===== src/rtl/controller_reduce_seq_pkg.sv =====
// Shared types for the calculator operator-reduction sequencer:
// operator codes, data/operator widths and sequencer state encoding.
package controller_reduce_seq_pkg;
  localparam int CO_N = 3;
  localparam int CD_N = 16;

  typedef logic [CO_N-1:0] co_t;
  typedef logic [CD_N-1:0] cd_t;

  localparam co_t CO_NO  = 3'd0;
  localparam co_t CO_ADD = 3'd1;
  localparam co_t CO_SUB = 3'd2;
  localparam co_t CO_MUL = 3'd3;
  localparam co_t CO_DIV = 3'd4;

  typedef enum logic [3:0] {
    CR_IDLE,
    CR_CHECK,
    CR_POP_B,
    CR_POP_A,
    CR_EXEC,
    CR_PUSH_R,
    CR_PUSH_OP,
    CR_DONE,
    CR_ERR
  } cr_state_e;

  // CO_NO submitted as an operator means "flush": reduce until the op stack is empty.
  function automatic logic is_flush(co_t op);
    return op == CO_NO;
  endfunction
endpackage


===== src/rtl/controller_reduce_seq_if.sv =====
// Command, stack, ALU and precedence-ROM signals of the reduction sequencer.
// master = sequencer side, slave = controller/stack/ALU environment side.
interface controller_reduce_seq_if;
  import controller_reduce_seq_pkg::*;

  logic start;
  co_t  op_in;
  logic busy;
  logic done;
  logic err;
  cd_t  dt_data;
  logic dt_empty;
  logic dt_pop;
  logic dt_push;
  cd_t  dt_wdata;
  co_t  op_data;
  logic op_empty;
  logic op_pop;
  logic op_push;
  co_t  op_wdata;
  co_t  pr_a;
  co_t  pr_b;
  logic pr_res;
  cd_t  al_A;
  cd_t  al_B;
  co_t  al_op;
  cd_t  al_C;

  modport master (
    input  start, op_in, dt_data, dt_empty, op_data, op_empty, pr_res, al_C,
    output busy, done, err, dt_pop, dt_push, dt_wdata, op_pop, op_push, op_wdata,
           pr_a, pr_b, al_A, al_B, al_op
  );

  modport slave (
    output start, op_in, dt_data, dt_empty, op_data, op_empty, pr_res, al_C,
    input  busy, done, err, dt_pop, dt_push, dt_wdata, op_pop, op_push, op_wdata,
           pr_a, pr_b, al_A, al_B, al_op
  );
endinterface


===== src/rtl/controller_reduce_seq.sv =====
// Operator-reduction sequencer: reduces the op/data stacks by precedence, then pushes the new op.
// Optional stack-underflow detection is enabled with `define REDUCE_UNDERFLOW_EN.
module controller_reduce_seq
  import controller_reduce_seq_pkg::*;
#(
  parameter int ALU_LAT = 1
) (
  input logic                    Clock,
  input logic                    Reset,
  controller_reduce_seq_if.master cr
);

  localparam int CNT_W = $clog2(ALU_LAT + 1);

`ifdef REDUCE_UNDERFLOW_EN
  localparam bit UF_EN = 1'b1;
`else
  localparam bit UF_EN = 1'b0;
`endif

  cr_state_e        state_q, state_d;
  co_t              cur_op_q, cur_op_d;
  co_t              al_op_q, al_op_d;
  cd_t              al_a_q, al_a_d;
  cd_t              al_b_q, al_b_d;
  logic [CNT_W-1:0] cnt_q, cnt_d;

  logic underflow;
  logic reduce_req;

  assign underflow  = UF_EN && cr.dt_empty;
  assign reduce_req = is_flush(cur_op_q) || cr.pr_res;

  always_ff @(posedge Clock) begin
    if (!Reset) begin
      state_q  <= CR_IDLE;
      cur_op_q <= CO_NO;
      al_op_q  <= CO_NO;
      al_a_q   <= '0;
      al_b_q   <= '0;
      cnt_q    <= '0;
    end else begin
      state_q  <= state_d;
      cur_op_q <= cur_op_d;
      al_op_q  <= al_op_d;
      al_a_q   <= al_a_d;
      al_b_q   <= al_b_d;
      cnt_q    <= cnt_d;
    end
  end

  always_comb begin
    state_d  = state_q;
    cur_op_d = cur_op_q;
    al_op_d  = al_op_q;
    al_a_d   = al_a_q;
    al_b_d   = al_b_q;
    cnt_d    = cnt_q;
    case (state_q)
      CR_IDLE: begin
        if (cr.start) begin
          cur_op_d = cr.op_in;
          state_d  = CR_CHECK;
        end
      end
      CR_CHECK: begin
        if (cr.op_empty) begin
          state_d = is_flush(cur_op_q) ? CR_DONE : CR_PUSH_OP;
        end else if (reduce_req) begin
          if (underflow) begin
            state_d = CR_ERR;
          end else begin
            al_op_d = cr.op_data;
            state_d = CR_POP_B;
          end
        end else begin
          state_d = CR_PUSH_OP;
        end
      end
      CR_POP_B: begin
        if (underflow) begin
          state_d = CR_ERR;
        end else begin
          al_b_d  = cr.dt_data;
          state_d = CR_POP_A;
        end
      end
      CR_POP_A: begin
        if (underflow) begin
          state_d = CR_ERR;
        end else begin
          al_a_d  = cr.dt_data;
          cnt_d   = '0;
          state_d = CR_EXEC;
        end
      end
      CR_EXEC: begin
        if (cnt_q == CNT_W'(ALU_LAT - 1)) begin
          state_d = CR_PUSH_R;
        end else begin
          cnt_d = cnt_q + 1'b1;
        end
      end
      CR_PUSH_R:  state_d = CR_CHECK;
      CR_PUSH_OP: state_d = CR_DONE;
      CR_DONE:    state_d = CR_IDLE;
      CR_ERR:     state_d = CR_ERR;
      default:    state_d = CR_IDLE;
    endcase
  end

  // Strobes decode the current state; the CHECK pop also qualifies on the reduce decision.
  assign cr.busy     = (state_q != CR_IDLE);
  assign cr.done     = (state_q == CR_DONE);
  assign cr.op_pop   = (state_q == CR_CHECK) && !cr.op_empty && reduce_req && !underflow;
  assign cr.dt_pop   = ((state_q == CR_POP_B) || (state_q == CR_POP_A)) && !underflow;
  assign cr.dt_push  = (state_q == CR_PUSH_R);
  assign cr.dt_wdata = (state_q == CR_PUSH_R) ? cr.al_C : '0;
  assign cr.op_push  = (state_q == CR_PUSH_OP);
  assign cr.op_wdata = (state_q == CR_PUSH_OP) ? cur_op_q : CO_NO;
  assign cr.pr_a     = cr.op_data;
  assign cr.pr_b     = cur_op_q;
  assign cr.al_A     = al_a_q;
  assign cr.al_B     = al_b_q;
  assign cr.al_op    = al_op_q;

`ifdef REDUCE_UNDERFLOW_EN
  assign cr.err = (state_q == CR_ERR);
`else
  assign cr.err = 1'b0;
`endif

endmodule


===== src/flat_wrapper.sv =====
// flat-port wrapper written by rule: the top's interface ports become plain ports
module controller_reduce_seq_flat import controller_reduce_seq_pkg::*;
#(
  parameter int ALU_LAT = 1
)
  (Clock, Reset, cr_start, cr_op_in, cr_dt_data, cr_dt_empty, cr_op_data, cr_op_empty, cr_pr_res, cr_al_C, cr_busy, cr_done, cr_err, cr_dt_pop, cr_dt_push, cr_dt_wdata, cr_op_pop, cr_op_push, cr_op_wdata, cr_pr_a, cr_pr_b, cr_al_A, cr_al_B, cr_al_op);
  controller_reduce_seq_if cr_i ();
  input logic Clock;
  input logic Reset;
  input wire logic [$bits(cr_i.start)-1:0] cr_start;
  input wire logic [$bits(cr_i.op_in)-1:0] cr_op_in;
  input wire logic [$bits(cr_i.dt_data)-1:0] cr_dt_data;
  input wire logic [$bits(cr_i.dt_empty)-1:0] cr_dt_empty;
  input wire logic [$bits(cr_i.op_data)-1:0] cr_op_data;
  input wire logic [$bits(cr_i.op_empty)-1:0] cr_op_empty;
  input wire logic [$bits(cr_i.pr_res)-1:0] cr_pr_res;
  input wire logic [$bits(cr_i.al_C)-1:0] cr_al_C;
  output wire logic [$bits(cr_i.busy)-1:0] cr_busy;
  output wire logic [$bits(cr_i.done)-1:0] cr_done;
  output wire logic [$bits(cr_i.err)-1:0] cr_err;
  output wire logic [$bits(cr_i.dt_pop)-1:0] cr_dt_pop;
  output wire logic [$bits(cr_i.dt_push)-1:0] cr_dt_push;
  output wire logic [$bits(cr_i.dt_wdata)-1:0] cr_dt_wdata;
  output wire logic [$bits(cr_i.op_pop)-1:0] cr_op_pop;
  output wire logic [$bits(cr_i.op_push)-1:0] cr_op_push;
  output wire logic [$bits(cr_i.op_wdata)-1:0] cr_op_wdata;
  output wire logic [$bits(cr_i.pr_a)-1:0] cr_pr_a;
  output wire logic [$bits(cr_i.pr_b)-1:0] cr_pr_b;
  output wire logic [$bits(cr_i.al_A)-1:0] cr_al_A;
  output wire logic [$bits(cr_i.al_B)-1:0] cr_al_B;
  output wire logic [$bits(cr_i.al_op)-1:0] cr_al_op;
  assign cr_i.start = cr_start;
  assign cr_i.op_in = cr_op_in;
  assign cr_i.dt_data = cr_dt_data;
  assign cr_i.dt_empty = cr_dt_empty;
  assign cr_i.op_data = cr_op_data;
  assign cr_i.op_empty = cr_op_empty;
  assign cr_i.pr_res = cr_pr_res;
  assign cr_i.al_C = cr_al_C;
  assign cr_busy = cr_i.busy;
  assign cr_done = cr_i.done;
  assign cr_err = cr_i.err;
  assign cr_dt_pop = cr_i.dt_pop;
  assign cr_dt_push = cr_i.dt_push;
  assign cr_dt_wdata = cr_i.dt_wdata;
  assign cr_op_pop = cr_i.op_pop;
  assign cr_op_push = cr_i.op_push;
  assign cr_op_wdata = cr_i.op_wdata;
  assign cr_pr_a = cr_i.pr_a;
  assign cr_pr_b = cr_i.pr_b;
  assign cr_al_A = cr_i.al_A;
  assign cr_al_B = cr_i.al_B;
  assign cr_al_op = cr_i.al_op;
  controller_reduce_seq #(.ALU_LAT(ALU_LAT)) u_core (.Clock(Clock), .Reset(Reset), .cr(cr_i));
endmodule

===== config.mk =====
export PLATFORM = sky130hd
export DESIGN_NAME = controller_reduce_seq_flat
export DESIGN_NICKNAME = d
export VERILOG_FILES = /design/src/rtl/controller_reduce_seq_pkg.sv /design/src/rtl/controller_reduce_seq_if.sv /design/src/rtl/controller_reduce_seq.sv /design/src/flat_wrapper.sv
export SDC_FILE = /design/constraint.sdc
export NUM_CORES = 1
export LEC_CHECK = 0
export BUFFER_PORTS_ARGS = -buffer_cell sky130_fd_sc_hd__buf_2
export CORE_MARGIN = 3
export CORE_UTILIZATION = 44
export DETAILED_ROUTE_END_ITERATION = 16
export PLACE_DENSITY = 0.84
export SLEW_MARGIN = 25
export SYNTH_ARGS = -nofsm -noshare
export SYNTH_HDL_FRONTEND = slang
export SYNTH_SLANG_ARGS = --single-unit

===== constraint.sdc =====
create_clock -name Clock -period 2.6 [get_ports Clock]
set_input_delay 0.13 -clock Clock [delete_from_list [all_inputs] [get_ports Clock]]
set_output_delay 0.13 -clock Clock [all_outputs]
set_load 0.005 [all_outputs]

Yosys cells after proc, flatten, opt, wreduce, memory -nomap -nowiden. Index checks and enable logic that the tools add are counted.

ROM bits: 0. Memories kept: 0. Bits of input ports: 44. Register bits: 43. Latch bits: 0. Output and inout port bits: 67. RAM bits: 0.

Multiplexer cells: 10. Eq/ne operators: 10. Div/mod/pow operators: 0. $add $sub $neg: 1. Reductions and logical operators: 12. Shift-type cells: 0. Bitwise logic cells: 1. $mul: 0. Order comparisons: 0.

Operators with widths (count): case mux 4 bit (8 select lines) (1); equality test 4 x 3 -> 1 bit (second input constant) (4); 2-to-1 mux 16 bit (1); 2-to-1 mux 4 bit (3); equality test 4 x 2 -> 1 bit (second input constant) (2); 2-to-1 mux 3 bit (2); equality test 4 x 1 -> 1 bit (second input constant) (1); equality test 4 bit (second input constant) (1); zero test 4 bit (1); inequality test 2 bit (second input constant) (2); AND reduction 2 bit (2); nonzero test 4 bit (1); zero test 3 bit (1); AND reduction 3 bit (1); logical AND 1 bit (2); logical OR 1 bit (2); 2-to-1 mux 1 bit (2); case mux 1 bit (2 select lines) (1); nonzero test 2 bit (1); adder 1 bit (second input constant) (1); zero test 1 bit (1); inverter 1 bit (1).

Longest topological paths before layout.
Depth after elaboration: 5. Mapped depth: 6. Depth with buffers taken out: 4.

Least setup slack after synthesis. OpenSTA, ideal clock, no wires.

Path kind: reg-to-reg. Start point: reg u_core.state_q[3]. End point: reg u_core.al_b_q[2] (netlist: u_core.cr.al_B[2]). Arrival time: 1.236 ns. Slack: 1.248 ns. Period minus slack after synthesis: 1.352 ns. Stages on the path, launching flop included: 6. Cells stage by stage: dfxtp_1 -> or4b_1 -> buf_2 -> buf_6 -> nand2_1 -> a21boi_1.

Longest elaborated chain between the ends: 1.

Ends and longest elaborated chain: start: declaration (line controller_reduce_seq.sv:21) `cr_state_e state_q, state_d;`; start signal: assignment (line controller_reduce_seq.sv:43) `state_q <= state_d;`; equality test 4 x 2 -> 1 bit (line controller_reduce_seq.sv:59) `case (state_q)`; end signal: assignment (line controller_reduce_seq.sv:47) `al_b_q <= al_b_d;`; end: declaration (line controller_reduce_seq.sv:25) `cd_t al_b_q, al_b_d;`.

No other way between the ends. A chain may end at the register's enable or synchronous reset.

Final worst setup path.
Start point: reg u_core.state_q[2]. End point: out cr_dt_wdata[8].

Longest elaborated chain between the ends: 2.

Ends and longest elaborated chain: equality test 4 x 3 -> 1 bit (line controller_reduce_seq.sv:118) `assign cr.dt_wdata = (state_q == CR_PUSH_R) ? cr.al_C : '0;`; 2-to-1 mux 16 bit (line controller_reduce_seq.sv:118); end: declaration (line flat_wrapper.sv:23) `output wire logic [$bits(cr_i.dt_wdata)-1:0] cr_dt_wdata;`.

No other way between the ends.

==> impl_metrics.csv <==
group,metric,value,unit
status,status,"finished clean",
synth,ys_warn_count,0,
grt,grt_pass1_wl,7217,µm
grt,top_usage_layer,"met2",
power,pwr-share-clk,31.4,%
synth,synth_top_area_share,44.07,%
sta,holdWs,79.58,ps
setup_path,critPathLaunch,"u_core.state_q[2]$_SDFFE_PN0P_",
cts,postCtsSetupRepairBufs,0,
sta,hold_viol_final,0,
setup_path,cp_slowest_cell,"dfxtp_1",
sta,fin_crit_sh,80.24,%
drt,via_per_inst,4.791,
synth,synthTopCellsByCount,"72 x nand2_1, 42 x dfxtp_1, 21 x and2_1",
setup_path,critPathTopFamily,"simple AND/OR/NAND/NOR gates",
grt,use_met1,19.32,%
place,gp_congestion,0.7228,
synth,yosysSeqAreaShare,44.07,%
setup_path,crit_path_end_kind,"output port",
drt,vias,1792,
cts,cts_max_path_buffers,2,
grt,grt_start_max_net_pins,44,
setup_path,required,2470,ps
synth,async_flop_share,0,%
sta,finalSetupViolCount,0,
grt,use_met3,4.769,%
setup_path,path_buf_inv,1,
setup_path,critPathLaunchType,"flop",
power,power,1.581,mW
grt,grt.total_usage,17.54,%
place,io_buffers,108,
floorplanning,num_io_pins,111,
synth,syn_inst,226,
synth,synth.most_common_cell,"nand2_1",
setup_path,path_cells,"nand2b_1, nor2_1, and2_1, buf_2",
sta,skew,14.20,ps
layout,syn_to_final_growth,30.82,%
layout,layout.nets,367,
layout,fin_cells,374,
synth,avgSynthCellArea,8.443,µm²
cts,cts_tree,"built",
sta,fmax,479.3,MHz
synth,ys_types,33,
drt,wl_per_cell,12.08,µm
sta,setup_slack,513.8,ps
floorplanning,die_y,71.85,µm
grt,gr-total-overflow,0,
drt,antenna_left,0,
floorplanning,start_util,46.69,%
cts,numCtsBuffers,5,
floorplanning,die_w,71.85,µm
grt,grt_use_met2,32.35,%
cts,clock-sinks,42,
place,pre_cts_slack,769.6,ps
synth,synthesis.area,1908,µm²
power,intPower,1.146,mW
power,ir_drop,366.2,µV
cts,clk_pin_slew,80,ps
min_path,hold_class,"primary input to flop",
power,p_sw_share,27.52,%
power,cellPowerDensity,633.4,nW/µm²
flow_run,drv_cap,0,
power,seq_power_share,48.1,%
synth,synth_nets,270,
sta,finalCriticalPeriod,2086,ps
setup_path,critPathKind,"flop to output port",
grt,grt_pass1_vias,1630,
power,cellLeakagePower,1.199,nW
drt,drt_iter0_markers,99,
synth,yosys-top-cells-area,"dfxtp_1 44%, nand2_1 14%, a21boi_0 7.9%",
cts,clk_latency,290,ps
setup_path,r2r_start,"u_core.state_q[0]$_SDFFE_PN0P_",
layout,drive_above_1_share,36.42,%
setup_path,arrival,1960,ps
setup_path,critPathMaxStageDelay,630,ps
cts,cts_hold_buf,0,
sta,drv_slew,0,
grt,antenna_found_initial,0,
drt,drc,0,
place,dp_hpwl,3378,µm
setup_path,crit_fanout,17,
power,p_sw,435.1,µW
layout,antennaDiodeCount,0,
place,dp_cells,366,
synth,synth_largest_area_cell,"dfxtp_1",
floorplanning,die_area,5162,µm²
synth,synthFlopType,"dfxtp_1",
cts,cts_max_level,2,
cts,cts-root-buf,"clkbuf_8",
floorplanning,coreArea,4086,µm²
power,combinationalPowerShare,20.5,%
synth,synth-edff-count,0,
floorplanning,rows,23,
sta,rsz0062_at_grt,"false",
synth,ys_seq_elements,42,
sta,fin_tns_setup,0,ps
sta,slew_headroom,50.97,%
drt,first_pass_iters,4,
drt,wirelength,4518,µm
cts,cts_resized,0,
min_path,min-delay-start,"cr_dt_data[14]",
sta,tightest_slew,731.3,ps
[logic make-up (layout without fill, tap and decap cells)]
logic type | Yosys count | after routing | share of synthesized area [%]
compound gates | 44 | 44 | 16.72
xor+xnor | 1 | 1 | 0.4591
buf+inv | 21 | 119 | 7.147
flops | 42 | 42 | 44.07
mux | 3 | 3 | 1.574
other cells | 1 | 1 | 0.1965
simple gates | 114 | 114 | 29.84
[placed cells by master, fill, tap and decap left out, types with 2 or more instances in the layout]
cell type,synthesis,final
buf_2,2,108
nand2_1,72,72
dfxtp_1,42,42
and2_1,21,21
a21boi_0,20,20
a21boi_1,15,15
o21ai_0,5,5
clkbuf_8,0,5
nor2_1,4,4
nand2b_1,3,3
mux2i_1,3,3
nand3_1,3,3
inv_1,2,2
clkbuf_1,4,2
[per-layer routing]
layer	up-vias	share of wire, %
met5	-	0
met4	0	0.84
met3	5	8.1
met2	63	52
met1	802	39
li1	922	-
[layout make-up]
type	instances	area, µm²
clock buffer	7	76.32
clock inverter	1	30.03
sequential	42	840.8
multi-input combinational	163	930.9
inverter	2	7.507
tap	50	62.56
fill	369	1590
timing repair buffer	109	548.0
[per-stage QoR]
step / util [%] / cell area (µm²)
6_report: 61.08 / 2496
5_1_grt: 61.08 / 2496
4_1_cts: 61.08 / 2496
3_5_place_dp: 58.48 / 2390
3_3_place_gp: 58.48 / 2390
2_1_floorplan: - / 1908
[state kept, by name (all words and copies together), names as in the netlist]
name             count
u_core.cr.al_B      16
u_core.cr.al_op      3
u_core.state_q       4
u_core.cr.al_A      16
u_core.cr.pr_b       3
[power by group through the flow]
stage | Clock [mW] | Combinational, mW | Sequential (mW)
after floorplan | 0 | 0.242 | 0.745
after global placement | 0 | 0.320 | 0.772
after detailed placement | 0 | 0.331 | 0.775
after CTS | 0.511 | 0.332 | 0.760
after global routing | 0.542 | 0.364 | 0.771
final | 0.496 | 0.325 | 0.760
[worst paths after layout]
kind	to	slack, ps	cells after the start
worst min register to register	u_core.cr.al_A[9]$_SDFFE_PN0P_	450	2
worst max-delay path	cr_dt_wdata[8]	510	4
worst min-delay path	u_core.cr.al_B[14]$_SDFFE_PN0P_	80	3
worst max register to register	u_core.cr.al_A[4]$_SDFFE_PN0P_	760	3
[worst min-delay path: stages]
cell,delay [ps]
buf_2,100
nand2_1,50
a21boi_1,50
Note: power is estimated with default switching activity, not from simulation.
